File: src/rtl/i2c_bus_sync.sv
// ============================================================================
// i2c_bus_sync : SCL/SDA synchronisers and registered bus event detection
// Revision 1.0
// ============================================================================
`default_nettype none

module i2c_bus_sync (
  input  logic clk_i,
  input  logic rst_i,
  input  logic scl_i,
  input  logic sda_i,
  output logic scl_rise_o,
  output logic scl_fall_o,
  output logic start_o,
  output logic stop_o,
  output logic sda_o
);

  logic scl_m, scl_s, scl_q;
  logic sda_m, sda_s, sda_q;
  logic scl_high;

  // SCL high in both samples: an SDA change that coincides with an SCL change
  // is never reported as START or STOP.
  assign scl_high = scl_s & scl_q;
  assign sda_o    = sda_q;

  always_ff @(posedge clk_i or posedge rst_i) begin
    if (rst_i) begin
      scl_m      <= 1'b1;
      scl_s      <= 1'b1;
      scl_q      <= 1'b1;
      sda_m      <= 1'b1;
      sda_s      <= 1'b1;
      sda_q      <= 1'b1;
      scl_rise_o <= 1'b0;
      scl_fall_o <= 1'b0;
      start_o    <= 1'b0;
      stop_o     <= 1'b0;
    end else begin
      scl_m      <= scl_i;
      scl_s      <= scl_m;
      scl_q      <= scl_s;
      sda_m      <= sda_i;
      sda_s      <= sda_m;
      sda_q      <= sda_s;
      scl_rise_o <= scl_s & ~scl_q;
      scl_fall_o <= ~scl_s & scl_q;
      start_o    <= scl_high & sda_q & ~sda_s;
      stop_o     <= scl_high & ~sda_q & sda_s;
    end
  end

endmodule

`default_nettype wire

File: config.mk
export PLATFORM = sky130hd
export DESIGN_NAME = i2c_bus_sync
export DESIGN_NICKNAME = d
export VERILOG_FILES = /design/src/rtl/i2c_bus_sync.sv
export SDC_FILE = /design/constraint.sdc
export NUM_CORES = 1
export LEC_CHECK = 0
export BUFFER_PORTS_ARGS = -buffer_cell sky130_fd_sc_hd__buf_4
export CORE_AREA = 2 2 39 41
export CTS_BUF_LIST = sky130_fd_sc_hd__clkbuf_16
export DETAILED_ROUTE_END_ITERATION = 8
export DIE_AREA = 0 0 41 43
export PLACE_DENSITY = 0.53
export SLEW_MARGIN = 20
export SYNTH_ARGS = -nofsm -noshare
export SYNTH_HDL_FRONTEND = slang
export SYNTH_SLANG_ARGS = --single-unit
export TNS_END_PERCENT = 100
File: constraint.sdc
create_clock -name clk_i -period 0.8 [get_ports clk_i]
set_input_delay 0.16 -clock clk_i [delete_from_list [all_inputs] [get_ports clk_i]]
set_output_delay 0.16 -clock clk_i [all_outputs]
set_load 0.1 [all_outputs]
# After elaboration in Yosys (flattened, before gate mapping)
# Index checks and enable logic that the tools add are counted.
# Widths: inputs -> output; s select.
[op_classes]
bitwise = 11
[ops]
columns = ["cell", "n"]
rows = [
  ["$and 1x1->1", 7],
  ["$not 1->1", 4],
]
[word_totals]
output_inout_bits = 5
regBits = 10
word_cells = 21
inputBits = 4

# Logic depth before layout (Yosys ltp)
# Gate-level depths: netlist of run 1.
[depth]
word_depth = 3
mapped_depth = 1
mapped_depth_nobuf = 1

# Least setup slack after synthesis of run 1
# Ideal clock, no wire load.
[synth_timing]
path_type = "register -> register"
startpoint = "register sda_q (netlist: sda_o)"
endpoint = "register stop_o"
n_path_buf = 0
arrival_ns = 1.082
path_slack_ns = -0.403
stages_incl_launch_ff = 2
required_time_ns = 0.679
period_less_slack_ns = 1.203
cell_sequence = "dfstp_2 -> and4b_1"
[synth_between]
elab_chain_len = 3
[synth_lines]
columns = ["element", "line_no", "source"]
rows = [
  ["from (decl)", "20", "logic sda_m, sda_s, sda_q;"],
  ["from (signal assigned)", "46", "sda_q <= sda_s;"],
  ["$not 1->1", "50", "stop_o <= scl_high & ~sda_q & sda_s;"],
  ["$and 1x1->1 (2 in series)", "50", ""],
  ["to (signal assigned)", "50", ""],
  ["to (decl)", "15", "output logic stop_o,"],
]
# No other way between the ends.

# Worst setup path after layout of run 1
[layout_timing]
startpoint = "register sda_q (netlist: sda_o)"
endpoint = "output port sda_o"
[layout_lines]
columns = ["element", "line_no", "source"]
rows = [
  ["to (decl)", "16", "output logic sda_o"],
]
# No word-level cell between the ends.

==> impl_metrics.env, run 1 <==
export IMPL_io_pins=9
export IMPL_leakagePower_nw=0.237
export IMPL_cp_top_family="flip-flops"
export IMPL_cp_end_kind="primary output"
export IMPL_synth_top_flop_cell="dfstp_2"
export IMPL_drive_gt1_share_pct=78.6
export IMPL_overflow=0
export IMPL_period_share_pct=148
export IMPL_die_h_um=43
export IMPL_setup_viol=7
export IMPL_root_buffer="clkbuf_16"
export IMPL_cts_sinks=10
export IMPL_clockBufferDepth=2
export IMPL_drc_errors=0
export IMPL_tightest_slew_ps=361
export IMPL_firstDrtPassIters=1
export IMPL_ys_types=5
export IMPL_worstPathArrival_ps=1020
export IMPL_slew_headroom_pct=75.9
export IMPL_path_clk_slew_ps=40
export IMPL_detail_route_wl_per_cell_um=9.25
export IMPL_ff2ff_path_depth=2
export IMPL_nets=33
export IMPL_grt_pass1_vias=189
export IMPL_yosys_top_cells_area="dfstp_2 54%, dfrtp_1 34%, and4b_1 6.8%"
export IMPL_die_x_um=41
export IMPL_yosysTopAreaCellShare_pct=53.6
export IMPL_grt_max_degree=11
export IMPL_ys_ff_latch=10
export IMPL_grt_pass1_wl_um=731
export IMPL_track_usage_pct=6.73
export IMPL_rsz0062_at_grt="true"
export IMPL_totalWireLength_um=407
export IMPL_path_cells="buf_12"
export IMPL_antenna_cells=0
export IMPL_start_kind="register"
export IMPL_cap_violations=0
export IMPL_numPortBuffers=8
export IMPL_core_um2=1380
export IMPL_cts_tree="done"
export IMPL_yosys_top_cells_count="6 x dfstp_2, 4 x dfrtp_1, 2 x and4b_1, 2 x nor2b_1, 1 x inv_1"
export IMPL_synth_largest_area_cell="dfstp_2"
export IMPL_placementRows=14
export IMPL_cp_data_required_time_ps=640
export IMPL_async_reset_ff_share_pct=100
export IMPL_clk_latency_ps=230
export IMPL_yosys_warnings=0
export IMPL_final_max_slew_viol_count=0
export IMPL_violations="hold timing, setup timing"
export IMPL_vias=164
export IMPL_syn_to_final_growth_pct=84.3
export IMPL_syn_mean_instance_area_um2=19.6
export IMPL_drtIter0Drc=0
export IMPL_r2r_start="sda_o$_DFF_PP1_"
export IMPL_cp_buffers_inverters=1
export IMPL_worstSetupPathType="reg2out"
export IMPL_synth_fp_nets=19
export IMPL_synthesis_area_um2=294
export IMPL_place_gp_congestion=0.581
export IMPL_start_util_pct=21.2
export IMPL_final_setup_skew_ps=3.78
export IMPL_cts_htree_levels=1
export IMPL_finalCriticalPeriod_ps=1180
export IMPL_final_hold_viol_count=4
export IMPL_status="finished with violations"
export IMPL_preCtsSetupSlack_ps=-242
export IMPL_crit_slowest_cell="dfstp_4"
export IMPL_ir_drop_mv=1.46
export IMPL_hold_slack_ps=-101
export IMPL_drt_vias_per_instance=3.73
export IMPL_fin_ws_ps=-381
export IMPL_slowest_delay_ps=620
export IMPL_max_clock_freq_mhz=847
export IMPL_die_area_um2=1760
export IMPL_synth_cells=15
export IMPL_antenna_found_initial=0
export IMPL_min_path_type="in2async"
export IMPL_cts_buffers=3
export IMPL_ys_seq_area_share_pct=87.7
export IMPL_path_max_fanout=2
export IMPL_rr_endpoint="stop_o$_DFF_PP0_"
export IMPL_powerDensity_nw_per_um2=2910
export IMPL_ant_nets=0
export IMPL_synth_edff_count=0
export IMPL_rrSetupSlack_ps=-210
export IMPL_synth_most_common_cell="dfstp_2"
export IMPL_tns_ps=-1690
[cell usage in the layout, fill, tap and decap left out, drive strengths merged]
cell type  synthesis  final
and4b              2      2
buf                0      9
clkbuf             0      3
dfrtp              4      4
dfstp              6      6
inv                1      2
nor2b              2      2
[flip-flops by register name, summed over array words and instances (netlist names)]
register	count
scl_fall_o	1
scl_m	1
scl_q	1
scl_rise_o	1
scl_s	1
sda_m	1
sda_o	1
sda_s	1
start_o	1
stop_o	1
[logic make-up (layout without fill, tap and decap cells)]
kind of cell	count (synthesis)	after routing	synth area share (%)
buf+inv	1	14	1.28
flops	10	10	87.7
simple gates	4	4	11.1
[how the worst max path moves through the flow]
stage,start,to,depth (start not counted)
2_1_floorplan,sda_o$_DFF_PP1_,stop_o$_DFF_PP0_,1
6_report,sda_o$_DFF_PP1_,sda_o,1
3_3_place_gp,sda_o$_DFF_PP1_,sda_o,1
4_1_cts,sda_o$_DFF_PP1_,sda_o,1
5_1_grt,sda_o$_DFF_PP1_,sda_o,1
3_5_place_dp,sda_o$_DFF_PP1_,sda_o,1
[final cells by class]
class | count | area, um^2
tap | 16 | 20.0
multi-input combinational | 4 | 32.5
clock inverter | 1 | 3.75
timing repair buffer | 9 | 130
sequential | 10 | 277
fill | 130 | 842
clock buffer | 3 | 75.1
inverter | 1 | 3.75
[report_power, final]
part | switching, mW | internal, mW
registers | 0.0172 | 0.550
clock network | 0.206 | 0.652
logic | 0.0949 | 0.0573
total | 0.318 | 1.26
[stage by stage]
stage	utilization [%]	cells	total power, mW	cell area (um^2)
finish	39.2	44	1.58	542
detailed placement	28.4	39	0.693	393
CTS	39.2	44	1.62	542
floorplan	-	15	0.658	313
global placement	28.4	39	0.689	393
global route	39.2	44	1.64	542
[timing repair]
item	CTS	global route
setup endpoints to repair	7	7
endpoints found under the hold margin	4	4
cloned	0	0
resized for setup	15	0
setup buffers	1	0
[layer usage]
layer,wire [um],global-route usage (%),vias up,share of wire [%]
met4,0,8.00,0,0
met1,138,6.76,82,34
met2,233,9.69,9,57
met3,35,1.57,0,8.6
li1,-,-,73,-
met5,0,0,-,0
Note: power is estimated with default switching activity, not from simulation.
==> run 2, diff against run 1 <==
Settings changed: CTS_BUF_LIST sky130_fd_sc_hd__clkbuf_16 to sky130_fd_sc_hd__clkbuf_8.
==> run 2 against run 1 <==
Against the previous run:
- the run still ends with hold timing, setup timing left
- sequential cell count unchanged
- via count unchanged
- largest power group is now sequential cells
- sequential share of layout area up 3.4 points
- global-route usage up 0.20 points
- maximum frequency about the same
- critical path type unchanged
- first-iteration DRC count up 1
==> impl_metrics.env, run 2 (synthesis gave the netlist of run 1 again) <==
export IMPL_antenna_cells=0
export IMPL_placementRows=14
export IMPL_final_max_slew_viol_count=0
export IMPL_die_h_um=43
export IMPL_io_pins=9
export IMPL_grt_max_degree=11
export IMPL_drtIter0Drc=1
export IMPL_powerDensity_nw_per_um2=2420
export IMPL_fin_ws_ps=-382
export IMPL_drc_errors=0
export IMPL_cp_data_required_time_ps=640
export IMPL_cap_violations=0
export IMPL_worstSetupPathType="reg2out"
export IMPL_cp_end_kind="primary output"
export IMPL_firstDrtPassIters=2
export IMPL_cts_buffers=3
export IMPL_cts_sinks=10
export IMPL_grt_pass1_wl_um=717
export IMPL_rsz0062_at_grt="true"
export IMPL_final_hold_viol_count=4
export IMPL_slowest_delay_ps=620
export IMPL_path_clk_slew_ps=50
export IMPL_max_clock_freq_mhz=846
export IMPL_worstPathArrival_ps=1020
export IMPL_slew_headroom_pct=76.0
export IMPL_overflow=0
export IMPL_start_util_pct=21.2
export IMPL_ant_nets=0
export IMPL_die_x_um=41
export IMPL_hold_slack_ps=-101
export IMPL_track_usage_pct=6.93
export IMPL_layout_common_cells="5 x buf_12, 5 x dfstp_2, 4 x buf_4, 4 x dfrtp_4, 3 x clkbuf_8"
export IMPL_ir_drop_mv=0.981
export IMPL_drive_gt1_share_pct=78.6
export IMPL_status="finished with violations"
export IMPL_clockBufferDepth=2
export IMPL_cp_top_family="flip-flops"
export IMPL_cts_tree="done"
export IMPL_place_gp_congestion=0.581
export IMPL_nets=33
export IMPL_cp_buffers_inverters=1
export IMPL_core_um2=1380
export IMPL_die_area_um2=1760
export IMPL_totalWireLength_um=423
export IMPL_drt_vias_per_instance=3.73
export IMPL_start_kind="register"
export IMPL_setup_viol=7
export IMPL_cts_htree_levels=1
export IMPL_root_buffer="clkbuf_8"
export IMPL_finish_instance_area_um2=508
export IMPL_vias=164
export IMPL_clk_latency_ps=230
export IMPL_violations="hold timing, setup timing"
export IMPL_period_share_pct=148
export IMPL_placed_area_um2=393
export IMPL_min_path_type="in2async"
export IMPL_syn_to_final_growth_pct=72.8
export IMPL_path_max_fanout=2
export IMPL_final_setup_skew_ps=4.84
export IMPL_fin_util_pct=36.7
export IMPL_path_cells="buf_12"
export IMPL_leakagePower_nw=0.221
export IMPL_tightest_slew_ps=360
export IMPL_grt_pass1_vias=181
export IMPL_numPortBuffers=8
export IMPL_finalCriticalPeriod_ps=1180
export IMPL_crit_slowest_cell="dfstp_4"
export IMPL_antenna_found_initial=0
export IMPL_detail_route_wl_per_cell_um=9.61
## run 2: cell count changes in the layout (fill, tap and decap cells not counted)
cell	before	now
clkbuf_16	3	0
clkbuf_8	0	3
## run 2: per-stage QoR
stage	TNS [ps]	setup WS [ps]	cells	total power, mW
finish	-1690	-382	44	1.23
global placement	-499	-235	39	0.689
detailed placement	-532	-242	39	0.693
CTS	-1760	-392	44	1.26
global route	-1830	-399	44	1.29
floorplan	-691	-311	15	0.658
## run 2: path summary, 6_finish.rpt
kind	startpoint	endpoint	slack (ps)	depth (start not counted)
worst max register to register	sda_o$_DFF_PP1_	stop_o$_DFF_PP0_	-210	2
worst max-delay path	sda_o$_DFF_PP1_	sda_o	-380	1
min in group clk_i	scl_i	scl_m$_DFF_PP1_	30	1
worst min register to register	sda_m$_DFF_PP1_	sda_s$_DFF_PP1_	360	0
max in group asynchronous	rst_i	scl_s$_DFF_PP1_	590	2
worst min-delay path	rst_i	start_o$_DFF_PP0_	-100	2
## run 2: timing repair
| action | in CTS | in global routing |
|---|---|---|
| pin swaps | 0 | 0 |
| endpoints found under the setup margin | 7 | 7 |
| gates resized for setup | 15 | 0 |
| buffers inserted | 1 | 0 |
| endpoints found under the hold margin | 4 | 4 |
## run 2: metal layers
metal / global-route usage, % / up-vias / part of all wire, %
met3: 3.14 / 0 / 9.2
met5: 0 / - / 0
li1: - / 73 / -
met2: 9.06 / 9 / 53
met4: 8.00 / 0 / 0
met1: 7.09 / 82 / 37
## run 2: cell type report
type,instances,area [um^2]
fillers,132,876
flip-flops and latches,10,277
repair buffers,9,130
clock buffers,3,41.3
multi-input cells,4,32.5
well taps,16,20.0
clock inverters,1,3.75
inverters,1,3.75
## run 2: power by group
group / switching (mW) / internal [mW] / leakage (nW)
sequential: 0.0177 / 0.550 / 0.110
clock: 0.177 / 0.334 / 0.0269
combinational: 0.0949 / 0.0573 / 0.0844
==> run 3, diff against run 2 <==
Settings changed: PLACE_DENSITY 0.53 to 0.52.
Clock period 0.8 ns to 1.5 ns, I/O delays scaled along.
==> run 3 against run 2 <==
Against the previous run:
- the run now ends clean
- clock power is 35% lower
- cell area down 16%
- utilization decreased by 5.7 points
- non-clock buffer count fell by 1
- first-iteration DRC count did not move
- combinational power down 57%
- final cell count down 2.3%
- clock skew decreased by 0.91 ps
==> impl_metrics.env, run 3 (synthesis gave the netlist of run 1 again) <==
export IMPL_cp_buffers_inverters=1
export IMPL_final_max_slew_viol_count=0
export IMPL_drtIter0Drc=1
export IMPL_numPortBuffers=8
export IMPL_slowest_delay_ps=530
export IMPL_detail_route_wl_per_cell_um=9.56
export IMPL_finish_instance_area_um2=429
export IMPL_vias=165
export IMPL_clockBufferDepth=2
export IMPL_grt_max_degree=11
export IMPL_cts_buffers=3
export IMPL_firstDrtPassIters=3
export IMPL_final_hold_viol_count=0
export IMPL_cts_sinks=10
export IMPL_finalCriticalPeriod_ps=1360
export IMPL_setup_viol=0
export IMPL_core_um2=1380
export IMPL_drt_met1_wl_um=137
export IMPL_die_h_um=43
export IMPL_ant_nets=0
export IMPL_routed_wl_met3_um=58
export IMPL_overflow=0
export IMPL_cp_data_required_time_ps=1200
export IMPL_antenna_cells=0
export IMPL_drt_vias_per_instance=3.84
export IMPL_rsz0062_at_grt="false"
export IMPL_clk_latency_ps=240
export IMPL_cts_tree="done"
export IMPL_placed_cells=39
export IMPL_grt_pass1_wl_um=669
export IMPL_cp_end_kind="primary output"
export IMPL_final_setup_skew_ps=3.94
export IMPL_worstSetupPathType="reg2out"
export IMPL_stdcell_count=43
export IMPL_post_cts_resized=0
export IMPL_cts_hold_buf=0
export IMPL_postCtsSetupRepairBufs=0
export IMPL_powerDensity_nw_per_um2=1610
export IMPL_routed_wl_met2_um=194
export IMPL_start_util_pct=21.2
export IMPL_cp_top_family="flip-flops"
export IMPL_power_total_mw=0.692
export IMPL_crit_slowest_cell="dfstp_2"
export IMPL_worstPathArrival_ps=1060
export IMPL_syn_to_final_growth_pct=46.0
export IMPL_tns_ps=0
export IMPL_layout_commonest_cell="buf_4"
export IMPL_drive_gt1_share_pct=66.7
export IMPL_placed_area_um2=374
export IMPL_die_x_um=41
export IMPL_status="finished, final reports clean"
export IMPL_start_kind="register"
export IMPL_min_path_type="in2async"
export IMPL_cap_violations=0
export IMPL_ir_drop_mv=0.534
export IMPL_grt_pass1_vias=152
export IMPL_nets=32
export IMPL_path_max_fanout=3
export IMPL_layout_common_cells="8 x buf_4, 6 x dfstp_2, 4 x clkbuf_8, 4 x dfrtp_1"
export IMPL_top_layer="met4"
export IMPL_die_area_um2=1760
export IMPL_leakagePower_nw=0.207
export IMPL_drc_errors=0
export IMPL_path_clk_slew_ps=50
export IMPL_tightest_slew_ps=356
export IMPL_max_clock_freq_mhz=737
export IMPL_place_gp_congestion=0.574
export IMPL_root_buffer="clkbuf_8"
export IMPL_totalWireLength_um=411
export IMPL_path_cells="buf_4"
export IMPL_cts_htree_levels=1
export IMPL_track_usage_pct=7.66
export IMPL_period_share_pct=90.5
export IMPL_io_pins=9
export IMPL_antenna_found_initial=0
export IMPL_slew_headroom_pct=76.3
export IMPL_placementRows=14
[run 3: stage by stage]
stage / util, % / setup slack [ps] / hold slack, ps
detailed placement: 27.0 / 395 / 299
finish: 31.0 / 143 / 30.0
global route: 31.0 / 111 / 63.8
global placement: 27.0 / 410 / 284
CTS: 31.0 / 131 / 40.4
floorplan: - / 297 / 136
[run 3: report_power, final]
group	total, mW	internal (mW)	switching (mW)
clock network	0.332	0.230	0.102
logic	0.0647	0.0147	0.0500
registers	0.296	0.290	0.00616
[run 3: final cells by class]
cell class	count	area (um^2)
well taps	16	20.0
fillers	143	955
multi-input cells	4	32.5
inverters	1	3.75
repair buffers	8	60.1
flip-flops and latches	10	258
clock buffers	4	55.1
[run 3: final timing paths]
kind / startpoint / endpoint / slack [ps] / cells after the start
max reg2reg: sda_o$_DFF_PP1_ / stop_o$_DFF_PP0_ / 670 / 1
max: sda_o$_DFF_PP1_ / sda_o / 140 / 1
min reg2reg: scl_m$_DFF_PP1_ / scl_s$_DFF_PP1_ / 350 / 0
max in group asynchronous: rst_i / sda_s$_DFF_PP1_ / 1160 / 2
min in group clk_i: sda_i / sda_m$_DFF_PP1_ / 170 / 1
min: rst_i / scl_fall_o$_DFF_PP0_ / 30 / 2
[run 3: metal layers]
metal	up-vias	track usage, %
met5	-	0
met4	0	12.0
met3	4	7.85
met2	11	8.13
met1	77	5.44
li1	73	-
